$ cat src/rtl/proc_mem_loader.sv
// Host loader: toggle-handshaked software commands -> one-cycle imem/dmem strobes; optional PROC_MEM_LOADER_AUTOINC_EN address pointers.
// Latency toggle->seq_ack: NOP/rejected 2, writes 3, reads 3+RD_LATENCY cycles.
// Backpressure: a toggle seen while not IDLE stays pending and is taken on the return to IDLE.
module proc_mem_loader #(
  parameter int IMEM_ADDR_WIDTH = 9,
  parameter int DMEM_ADDR_WIDTH = 8,
  parameter int RD_LATENCY      = 2
) (
  input  logic                       clk,
  input  logic                       reset,
  input  logic [31:0]                sw_cmd,
  input  logic [31:0]                sw_addr,
  input  logic [31:0]                sw_data_lo,
  input  logic [31:0]                sw_data_hi,
  output logic                       imem_wr_en,
  output logic [IMEM_ADDR_WIDTH-1:0] imem_addr,
  output logic [31:0]                imem_wr_data,
  output logic                       dmem_wr_en,
  output logic                       dmem_rd_en,
  output logic [DMEM_ADDR_WIDTH-1:0] dmem_addr,
  output logic [63:0]                dmem_wr_data,
  input  logic [63:0]                dmem_rd_data,
  output logic                       proc_reset,
  output logic [31:0]                status,
  output logic [31:0]                rd_data_lo,
  output logic [31:0]                rd_data_hi
);

  typedef enum logic [1:0] {S_IDLE, S_ISSUE, S_WAIT_RD, S_DONE} state_t;

  localparam logic [1:0] OP_NOP     = 2'd0;
  localparam logic [1:0] OP_IMEM_WR = 2'd1;
  localparam logic [1:0] OP_DMEM_WR = 2'd2;
  localparam logic [1:0] OP_DMEM_RD = 2'd3;
  localparam logic [2:0] LAT_LAST   = 3'(RD_LATENCY - 1);

  state_t      state, state_nxt;
  logic        seq_seen, seq_ack, addr_err, busy;
  logic [15:0] cmd_cnt;
  logic [1:0]  op_q;
  logic        go_q;
  logic [2:0]  lat_cnt;

  logic [1:0]  op_in;
  logic        new_cmd, is_wr, skip, oor, issue_ok, use_ptr;
  logic        imem_oor, dmem_oor;
  logic [IMEM_ADDR_WIDTH-1:0] imem_eff;
  logic [DMEM_ADDR_WIDTH-1:0] dmem_eff;
  logic        unused_cmd;

  assign unused_cmd = ^{sw_cmd[30:9], sw_cmd[7:2]};

  assign op_in    = sw_cmd[1:0];
  assign new_cmd  = (state == S_IDLE) && (sw_cmd[31] != seq_seen);
  assign is_wr    = (op_in == OP_IMEM_WR) || (op_in == OP_DMEM_WR);
  // A running program (proc_reset low) must never be overwritten.
  assign skip     = (op_in == OP_NOP) || (is_wr && !proc_reset);
  assign imem_oor = |sw_addr[31:IMEM_ADDR_WIDTH];
  assign dmem_oor = |sw_addr[31:DMEM_ADDR_WIDTH];
  assign oor      = !use_ptr && ((op_in == OP_IMEM_WR) ? imem_oor : dmem_oor);
  assign issue_ok = !skip && !oor;

`ifdef PROC_MEM_LOADER_AUTOINC_EN
  logic [IMEM_ADDR_WIDTH-1:0] imem_ptr;
  logic [DMEM_ADDR_WIDTH-1:0] dmem_ptr;

  assign use_ptr  = sw_cmd[2];
  assign imem_eff = use_ptr ? imem_ptr : sw_addr[IMEM_ADDR_WIDTH-1:0];
  assign dmem_eff = use_ptr ? dmem_ptr : sw_addr[DMEM_ADDR_WIDTH-1:0];

  always_ff @(posedge clk) begin
    if (reset) begin
      imem_ptr <= '0;
      dmem_ptr <= '0;
    end else if (new_cmd && issue_ok) begin
      if (op_in == OP_IMEM_WR) imem_ptr <= imem_eff + IMEM_ADDR_WIDTH'(1);
      else                     dmem_ptr <= dmem_eff + DMEM_ADDR_WIDTH'(1);
    end
  end
`else
  assign use_ptr  = 1'b0;
  assign imem_eff = sw_addr[IMEM_ADDR_WIDTH-1:0];
  assign dmem_eff = sw_addr[DMEM_ADDR_WIDTH-1:0];
`endif

  always_ff @(posedge clk) begin
    if (reset) state <= S_IDLE;
    else       state <= state_nxt;
  end

  always_comb begin
    state_nxt  = state;
    imem_wr_en = 1'b0;
    dmem_wr_en = 1'b0;
    dmem_rd_en = 1'b0;
    busy       = 1'b0;
    unique case (state)
      S_IDLE:    if (new_cmd) state_nxt = skip ? S_DONE : S_ISSUE;
      S_ISSUE: begin
        busy       = 1'b1;
        // Strobes are masked by reset so an abort never reaches memory.
        imem_wr_en = go_q && (op_q == OP_IMEM_WR) && !reset;
        dmem_wr_en = go_q && (op_q == OP_DMEM_WR) && !reset;
        dmem_rd_en = go_q && (op_q == OP_DMEM_RD) && !reset;
        state_nxt  = (go_q && op_q == OP_DMEM_RD) ? S_WAIT_RD : S_DONE;
      end
      S_WAIT_RD: begin
        busy = 1'b1;
        if (lat_cnt == LAT_LAST) state_nxt = S_DONE;
      end
      S_DONE:    state_nxt = S_IDLE;
      default:   state_nxt = S_IDLE;
    endcase
  end

  always_ff @(posedge clk) begin
    proc_reset <= reset | sw_cmd[8];
    if (reset) begin
      seq_seen     <= sw_cmd[31];
      seq_ack      <= 1'b0;
      addr_err     <= 1'b0;
      cmd_cnt      <= '0;
      op_q         <= OP_NOP;
      go_q         <= 1'b0;
      lat_cnt      <= '0;
      imem_addr    <= '0;
      imem_wr_data <= '0;
      dmem_addr    <= '0;
      dmem_wr_data <= '0;
      rd_data_lo   <= '0;
      rd_data_hi   <= '0;
    end else begin
      if (new_cmd) begin
        seq_seen <= sw_cmd[31];
        op_q     <= op_in;
        go_q     <= issue_ok;
        if (!skip) addr_err <= oor;
        if (op_in == OP_IMEM_WR) begin
          imem_addr    <= imem_eff;
          imem_wr_data <= sw_data_lo;
        end else if (op_in != OP_NOP) begin
          dmem_addr    <= dmem_eff;
          dmem_wr_data <= {sw_data_hi, sw_data_lo};
        end
      end
      if (state == S_ISSUE)        lat_cnt <= '0;
      else if (state == S_WAIT_RD) lat_cnt <= lat_cnt + 3'd1;
      if (state == S_WAIT_RD && lat_cnt == LAT_LAST) begin
        rd_data_hi <= dmem_rd_data[63:32];
        rd_data_lo <= dmem_rd_data[31:0];
      end
      if (state == S_DONE) begin
        seq_ack <= seq_seen;
        cmd_cnt <= cmd_cnt + 16'd1;
      end
    end
  end

  assign status = {seq_ack, busy, addr_err, proc_reset, 12'h000, cmd_cnt};

endmodule
$ cat config.mk
export PLATFORM = sky130hd
export DESIGN_NAME = proc_mem_loader
export DESIGN_NICKNAME = d
export VERILOG_FILES = /design/src/rtl/proc_mem_loader.sv
export SDC_FILE = /design/constraint.sdc
export NUM_CORES = 1
export LEC_CHECK = 0
export BUFFER_PORTS_ARGS = -buffer_cell sky130_fd_sc_hd__buf_4
export CAP_MARGIN = 0
export CORE_AREA = 2 2 157 159
export CTS_BUF_LIST = sky130_fd_sc_hd__clkbuf_4 sky130_fd_sc_hd__clkbuf_8
export CTS_CLUSTER_DIAMETER = 120
export DETAILED_ROUTE_END_ITERATION = 8
export DIE_AREA = 0 0 159 161
export SLEW_MARGIN = 20
export SYNTH_ARGS = -nofsm -noshare
export SYNTH_HDL_FRONTEND = slang
export SYNTH_SLANG_ARGS = --single-unit
$ cat constraint.sdc
create_clock -name clk -period 2.1 [get_ports clk]
set_input_delay 0.21 -clock clk [delete_from_list [all_inputs] [get_ports clk]]
set_output_delay 0.21 -clock clk [all_outputs]
set_load 0.1 [all_outputs]
==> reports/results.tsv, run 1 <==
metric	value	unit
io_buffer_count	366	
start_util	0.316	
row_count	57	
fin_nets	1647	
gp_congestion	0.771	
first_global_vias	8109	
synth_top_area_share	0.540	
syn_to_final_growth	70.8	%
cts_tree	built	
min_path_type	input port to flip-flop	
grt-ovfl-total	0	
syn_area_per_cell	7.94	um^2
via_per_inst	4.53	
wire_per_inst	14.5	um
startpoint_type	flip-flop	
grt_max_degree	129	
clkLatencyLatePin	0.51	ns
worstHoldEndpoint	go_q$_SDFFE_PP0P_	
yosys-top-cells-area	dfxtp_1, nand2_1, a21oi_1	
dpl_cell_area	10700	um^2
postSynthCellCount	952	
cts_root_buffer	clkbuf_8	
rsz0062_at_grt	false	
r2r_start	seq_seen$_DFFE_PP_	
holdPathStages	5	
max_freq	0.516	GHz
utilization	0.539	
async_reset_ff_frac	0	
cp.required	1.89	ns
grt_usage	0.193	
cts-htree-levels	2	
critPathKind	flip-flop to output pin	
drv_slew	0	
reg2reg_setup_slack	0.22	ns
r2r_cells	5	
design.core.area	24000	um^2
synthFlopType	dfxtp_1	
drt.antenna.violating_nets	0	
setup_viol	0	
tns	0	ns
synth_most_common_cell	nand2_1	
max_cap_violations	0	
status	finished clean	
wirelength	26000	um
vias	8123	
min_from	sw_addr[13]	
drive_gt1_frac	0.323	
dieArea	25600	um^2
irDropWorstVdd	0.553	mV
drc	0	
die_h	161	um
yosysSeqAreaShare	0.544	
synth_top_area_cell	dfxtp_1	
dr.pass1.iters	4	
final_area	12900	um^2
arrival	1.73	ns
power.density	1030	nW/um^2
fp.dieW	159	um
fillers	2182	
antenna_found_initial	0	
cts.sinks	205	
clk_path_buf_depth	3	
tightest_slew	0.670	ns
r2r_end	dmem_wr_data[34]$_SDFFE_PP0P_	
synth_area	7560	um^2
critical_path.max_fanout	6	
num_io_pins	407	
antenna_cells	0	
finClkSkew	0.0173	ns
fin_crit	1.94	ns
synth_edf_count	1	
place_hpwl	16500	um
post_cts_buffers	0	
crit_path_end_kind	output pin	
grt_pass1_wl	40900	um
cts_buffers	38	
clk_pin_slew	0.06	ns
yosysWarningCount	0	
slew-limit-headroom	0.553	
drt_iter0_markers	542	
hold_violations	0	
yosys.cell_types.count	36	
p_leak	5.47	nW
ys_ff_latch	205	
fin_crit_sh	0.923	
synth_common_cells	nand2_1, dfxtp_1, a21oi_1, clkbuf_1, nor2_1	
-- sequential cells by signal, indices dropped and copies added (netlist names), 3 cells and up --
register and cells:
dmem_addr 8, imem_wr_data 32, dmem_wr_data 64, imem_addr 9, rd_data_lo 32, cmd_cnt 16
lat_cnt 3, rd_data_hi 32
-- power breakdown --
| part | switching, W | internal [W] |
|---|---|---|
| logic | 0.00352 | 0.00122 |
| registers | 0.000203 | 0.00424 |
| clock network | 0.00162 | 0.00249 |
-- cells by family (layout without fill, tap and decap cells) --
| kind of cell | after synthesis | after routing | share of synthesized area |
|---|---|---|---|
| fa+ha+maj | 9 | 9 | 0.0149 |
| flops | 205 | 205 | 0.544 |
| xor+xnor | 14 | 14 | 0.0162 |
| other cells | 1 | 12 | 0.000496 |
| mux | 3 | 3 | 0.00397 |
| buf+inv | 89 | 597 | 0.0546 |
| simple gates | 437 | 437 | 0.235 |
| compound gates | 194 | 194 | 0.131 |
-- worst max-delay path by stage --
stage          slack [ns]               startpoint                  endpoint  depth (start not counted)
2_1_floorplan        0.08  cmd_cnt[0]$_SDFFE_PP0N_  cmd_cnt[15]$_SDFFE_PP0N_                          4
3_3_place_gp         0.31       seq_seen$_DFFE_PP_     addr_err$_SDFFE_PP0P_                          4
3_5_place_dp         0.27       seq_seen$_DFFE_PP_     addr_err$_SDFFE_PP0P_                          4
4_1_cts              0.01    state[1]$_SDFFE_PP0P_                imem_wr_en                          5
5_1_grt              0.02    state[1]$_SDFFE_PP0P_                imem_wr_en                          5
6_report             0.16    state[1]$_SDFFE_PP0P_                imem_wr_en                          5
-- critical path: stages, from the launching register on --
cell and delay, ns:
dfxtp_1 0.34, inv_2 0.09, ha_4 0.17, nand3b_1 0.15, nor3b_4 0.27, buf_12 0.20
-- layout make-up --
cell class	count	area, um^2	area share
Clock buffer	65	795	0.0615
Clock inverter	2	38.8	0.00300
Inverter	11	41.3	0.00320
Multi-Input combinational cell	669	3140	0.243
Sequential cell	205	4130	0.320
Tap cell	324	405	0.0314
Timing Repair Buffer	519	4360	0.338
-- metrics by stage --
| step | cells | hold WS (ns) | worst slack (ns) | power [W] |
|---|---|---|---|---|
| finish | 1795 | 0.0963 | 0.163 | 0.0133 |
| global route | 1795 | 0.0766 | 0.0210 | 0.0139 |
| CTS | 1795 | 0.0671 | 0.0140 | 0.0134 |
| detailed placement | 1588 | 0.403 | 0.270 | 0.00905 |
| global placement | 1588 | 0.400 | 0.315 | 0.00902 |
| floorplan | 963 | 0.309 | 0.0791 | 0.00787 |
-- metal layers --
layer,vias up,part of all wire,track usage,wire length [um]
li1,4044,-,-,-
met3,52,0.089,0.0657,2320
met1,3724,0.40,0.215,10400
met2,303,0.49,0.344,12700
met5,-,0,0,0
met4,0,0.024,0.0665,629
-- placed cells by master, fill, tap and decap left out, drive strengths merged, types with 2 or more instances in the layout --
cell | netlist | layout
or3 | 5 | 5
or2 | 2 | 2
nand2 | 367 | 367
o21ai | 5 | 5
nand2b | 4 | 4
nand4 | 5 | 5
dfxtp | 204 | 204
nor4 | 7 | 7
nor3 | 9 | 9
a21oi | 184 | 184
inv | 11 | 11
and3 | 3 | 3
xor2 | 6 | 6
ha | 9 | 9
nor2 | 21 | 21
dlygate4sd3 | 0 | 140
conb | 1 | 12
nor3b | 2 | 2
nand3 | 7 | 7
mux2i | 3 | 3
nand3b | 2 | 2
buf | 29 | 379
clkbuf | 49 | 65
xnor2 | 8 | 8
-- timing repair --
item | in CTS | in global routing
resized for setup | 2 | 5
pin swaps | 0 | 1
hold buffers | 140 | 0
endpoints found under the setup margin | 2 | 2
hold endpoints to repair | 187 | 0
(Power assumes the default switching activity.)
==> inputs of run 2 (changes only) <==
--- a/config.mk
+++ b/config.mk
@@ -10,8 +10,11 @@
 export CORE_AREA = 2 2 157 159
 export CTS_BUF_LIST = sky130_fd_sc_hd__clkbuf_4 sky130_fd_sc_hd__clkbuf_8
 export CTS_CLUSTER_DIAMETER = 120
+export CTS_CLUSTER_SIZE = 40
 export DETAILED_ROUTE_END_ITERATION = 8
 export DIE_AREA = 0 0 159 161
+export PLACE_DENSITY = 0.65
+export RECOVER_POWER = 100
 export SLEW_MARGIN = 20
 export SYNTH_ARGS = -nofsm -noshare
 export SYNTH_HDL_FRONTEND = slang
==> run 2 against run 1 <==
Compared with the run above: design area fell by 9.5%; first-iteration DRC count down 24%; global-route usage shrank 0.81 points; critical path depth increased by 2; total power decreased by 20%; clock skew grew 0.018 ns; combinational power fell by 5.3%; die area did not move; maximum frequency down 2.5%.
==> reports/results.tsv, run 2 (synthesized netlist as in run 1, its figures left out) <==
metric	value	unit
max_cap_violations	0	
tns	0	ns
largest_register	dmem_wr_data	
drv_slew	0	
hold_violations	0	
p_leak	4.92	nW
io_buffer_count	366	
dieArea	25600	um^2
clkLatencyLatePin	0.53	ns
fin_nets	1617	
post_cts_buffers	0	
mostFrequentLayoutCell	nand2_1	
design.core.area	24000	um^2
power.density	906	nW/um^2
fp.dieW	159	um
rsz0062_at_grt	false	
cts_root_buffer	clkbuf_8	
grt_max_degree	112	
drt.antenna.violating_nets	0	
wire_per_inst	14.4	um
antenna_cells	0	
fillers	2349	
finClkSkew	0.0349	ns
crit_path_end_kind	flip-flop	
status	finished clean	
fin_crit_sh	0.946	
largest_register_ffs	64	
cts-htree-levels	1	
irDropWorstVdd	0.752	mV
tightest_slew	1.02	ns
startpoint_type	flip-flop	
slew-limit-headroom	0.320	
min_path_type	input port to flip-flop	
final_area	11700	um^2
arrival	2.44	ns
dr.pass1.iters	5	
max_freq	0.503	GHz
cts_tree	built	
crit_buf_inv	3	
cts_buffers	9	
die_h	161	um
row_count	57	
place_hpwl	16000	um
drt_iter0_markers	414	
start_util	0.316	
grt-ovfl-total	0	
critPathMaxStageDelay	0.46	ns
worst_path_max_delay_cell	dfxtp_1	
via_per_inst	4.57	
drive_gt1_frac	0.290	
p_total	0.0106	W
vias	7946	
wirelength	25000	um
crit_top_cell	inv_1	
clk_pin_slew	0.22	ns
antenna_found_initial	0	
first_global_vias	7839	
grt_pass1_wl	39700	um
crit_chain	inv_1, ha_1, inv_1, or2_2, buf_6, nand2_1, a21oi_1	
cp.required	2.55	ns
grt_usage	0.185	
critical_path.max_fanout	64	
clk_path_buf_depth	3	
fin_crit	1.99	ns
cts.sinks	205	
setup_viol	0	
most-common-layout-cells	nand2_1, clkbuf_2, dfxtp_1	
dpl_cell_area	10600	um^2
critPathKind	flip-flop to flip-flop	
syn_to_final_growth	54.5	%
drc	0	
cpLargestDelayFamily	buffers and inverters	
num_io_pins	407	
gp_congestion	0.813	
==> run 2: where the power goes <==
group	switching [W]	internal [W]
registers	0.000203	0.00424
logic	0.00350	0.000996
clock network	0.00121	0.000443
total	0.00491	0.00567
==> run 2: repair_timing <==
| item | CTS | global route |
|---|---|---|
| hold buffers | 140 | 0 |
| pin swaps | 0 | 0 |
| endpoints found under the hold margin | 185 | 0 |
| setup endpoints to repair | 2 | 1 |
| gates resized for setup | 6 | 1 |
==> run 2: layer usage <==
layer	track usage	part of all wire	routed length, um	vias to the layer above
met5	0	0	0	-
met4	0.0583	0.030	758	0
met3	0.0455	0.070	1760	46
met2	0.322	0.48	12000	304
met1	0.225	0.42	10500	3629
li1	-	-	-	3967
==> run 2: cell type report <==
class,instances,area (um^2),share of cell area
flip-flops and latches,205,4130,0.354
well taps,324,405,0.0347
multi-input cells,669,3120,0.267
clock inverters,3,37.5,0.00321
clock buffers,9,124,0.0106
inverters,11,41.3,0.00353
repair buffers,518,3820,0.327
==> run 2: final timing paths <==
check                                 from                       endpoint  slack (ns)  depth (start not counted)
min                            sw_addr[13]              go_q$_SDFFE_PP0P_        0.09                          5
max                  state[0]$_SDFFE_PP0P_     rd_data_lo[0]$_SDFFE_PP0P_        0.11                          7
max reg2reg          state[0]$_SDFFE_PP0P_     rd_data_lo[0]$_SDFFE_PP0P_        0.11                          7
min reg2reg  dmem_wr_data[35]$_SDFFE_PP0P_  dmem_wr_data[35]$_SDFFE_PP0P_        0.47                          2
==> run 2: through the flow <==
stage,utilization,hold slack (ns),instances,worst slack (ns)
5_1_grt,0.488,0.0886,1739,0.0160
3_5_place_dp,0.444,0.401,1587,0.358
2_1_floorplan,-,0.309,963,0.0791
3_3_place_gp,0.444,0.399,1587,0.417
6_report,0.488,0.0893,1739,0.113
4_1_cts,0.510,0.0678,1739,0.0506
==> run 2: worst register-to-register path, delay by kind of cell, from the launching register on <==
kind | cells | cell delay [ns]
AOI/OAI and AO/OA | 1 | 0.23
adders and majority gates | 1 | 0.29
DFF | 1 | 0.46
and+or+nand+nor | 2 | 0.32
buffers and inverters | 3 | 0.64
==> inputs of run 3 (changes only) <==
--- a/config.mk
+++ b/config.mk
@@ -13,6 +13,7 @@
 export CTS_CLUSTER_SIZE = 40
 export DETAILED_ROUTE_END_ITERATION = 8
 export DIE_AREA = 0 0 159 161
+export GPL_TIMING_DRIVEN = 0
 export PLACE_DENSITY = 0.65
 export RECOVER_POWER = 100
 export SLEW_MARGIN = 20
==> run 3 against run 2 <==
Compared with the run above: wire length increased by 9.8%; clock power increased by 3%; sequential share of layout area decreased by 0.71 points.
==> reports/results.tsv, run 3 (synthesized netlist as in run 1, its figures left out) <==
metric	value	unit
irDropWorstVdd	0.860	mV
grt_usage	0.203	
row_count	57	
largest_register	dmem_wr_data	
status	finished clean	
via_per_inst	4.57	
dieArea	25600	um^2
dp_cells	1652	
clk_pin_slew	0.20	ns
dr.pass1.iters	5	
grt-ovfl-total	0	
worst_path_max_delay_cell	dfxtp_4	
rsz0062_at_grt	false	
num_io_pins	407	
critPathMaxStageDelay	0.40	ns
drt.antenna.violating_nets	0	
antenna_found_initial	0	
crit_path_end_kind	output pin	
cts.sinks	205	
critical_path.max_fanout	5	
design.core.area	24000	um^2
place_hpwl	20000	um
cts_buffers	9	
die_h	161	um
finClkSkew	0.0273	ns
p_total	0.0108	W
final_area	11900	um^2
most-common-layout-cells	nand2_1, clkbuf_2, dfxtp_1	
wire_per_inst	15.2	um
critPathKind	flip-flop to output pin	
cts_root_buffer	clkbuf_8	
crit_chain	inv_1, ha_4, nand3b_1, nor3b_4, buf_6	
worst_hold_slack	0.0649	ns
first_global_vias	8046	
gp_congestion	0.839	
setup_viol	0	
grt_pass1_wl	42300	um
clk_path_buf_depth	3	
fin_nets	1684	
antenna_cells	0	
mostFrequentLayoutCell	nand2_1	
grt_max_degree	41	
fp.dieW	159	um
drt_iter0_markers	427	
setup_ws	0.0951	ns
tightest_slew	0.749	ns
fin_crit_sh	0.955	
slew-limit-headroom	0.501	
clkLatencyLatePin	0.54	ns
io_buffer_count	365	
fin_crit	2.00	ns
power.density	905	nW/um^2
arrival	1.79	ns
max_cap_violations	0	
fin_cells	1806	
max_freq	0.499	GHz
hold_violations	0	
cts_tree	built	
drive_gt1_frac	0.304	
drv_slew	0	
min_path_type	input port to flip-flop	
startpoint_type	flip-flop	
pre_cts_ws	-0.286	ns
largest_register_ffs	64	
start_util	0.316	
cp.required	1.89	ns
wirelength	27400	um
syn_to_final_growth	57.8	%
p_leak	5.10	nW
vias	8251	
dpl_cell_area	10800	um^2
cts-htree-levels	1	
drc	0	
-- run 3: worst max-delay path, delay by kind of cell (launching register included) --
family,cells,cell delay [ns]
simple gates,2,0.36
fa+ha+maj,1,0.16
flops,1,0.40
buf+inv,2,0.36
-- run 3: cell type report --
type	instances	area, um^2
fillers	2375	12000
flip-flops and latches	205	4140
repair buffers	508	3660
multi-input cells	669	3140
well taps	324	405
plain buffers	77	388
clock buffers	9	124
inverters	11	41.3
clock inverters	3	38.8
-- run 3: metrics by stage --
stage | util | TNS, ns
floorplan | - | 0
global placement | 0.450 | -9.33
detailed placement | 0.450 | -13.27
CTS | 0.517 | 0
global route | 0.498 | 0
finish | 0.498 | 0
-- run 3: power by group --
group          switching (W)  total (W)  leakage (nW)  internal (W)
clock                0.00126    0.00170        0.0841      0.000446
sequential          0.000209    0.00445          1.67       0.00424
combinational        0.00357    0.00464          3.35       0.00108
-- run 3: final timing paths --
check / depth (start not counted) / from / end / slack (ns)
max: 5 / state[1]$_SDFFE_PP0P_ / imem_wr_en / 0.1
min: 5 / sw_addr[13] / go_q$_SDFFE_PP0P_ / 0.06
max reg2reg: 7 / state[1]$_SDFFE_PP0P_ / cmd_cnt[15]$_SDFFE_PP0N_ / 0.13
min reg2reg: 2 / rd_data_hi[10]$_SDFFE_PP0P_ / rd_data_hi[10]$_SDFFE_PP0P_ / 0.47
-- run 3: repair_timing --
action,CTS,global route
hold endpoints to repair,179,0
hold buffers,139,0
endpoints found under the setup margin,133,144
pin swaps,0,1
gates resized for setup,10,29
setup buffers,1,3
-- run 3: per-layer routing --
layer / global-route usage / part of all wire
met5: 0 / 0
met4: 0.0640 / 0.032
met3: 0.0439 / 0.064
met2: 0.366 / 0.49
met1: 0.242 / 0.41
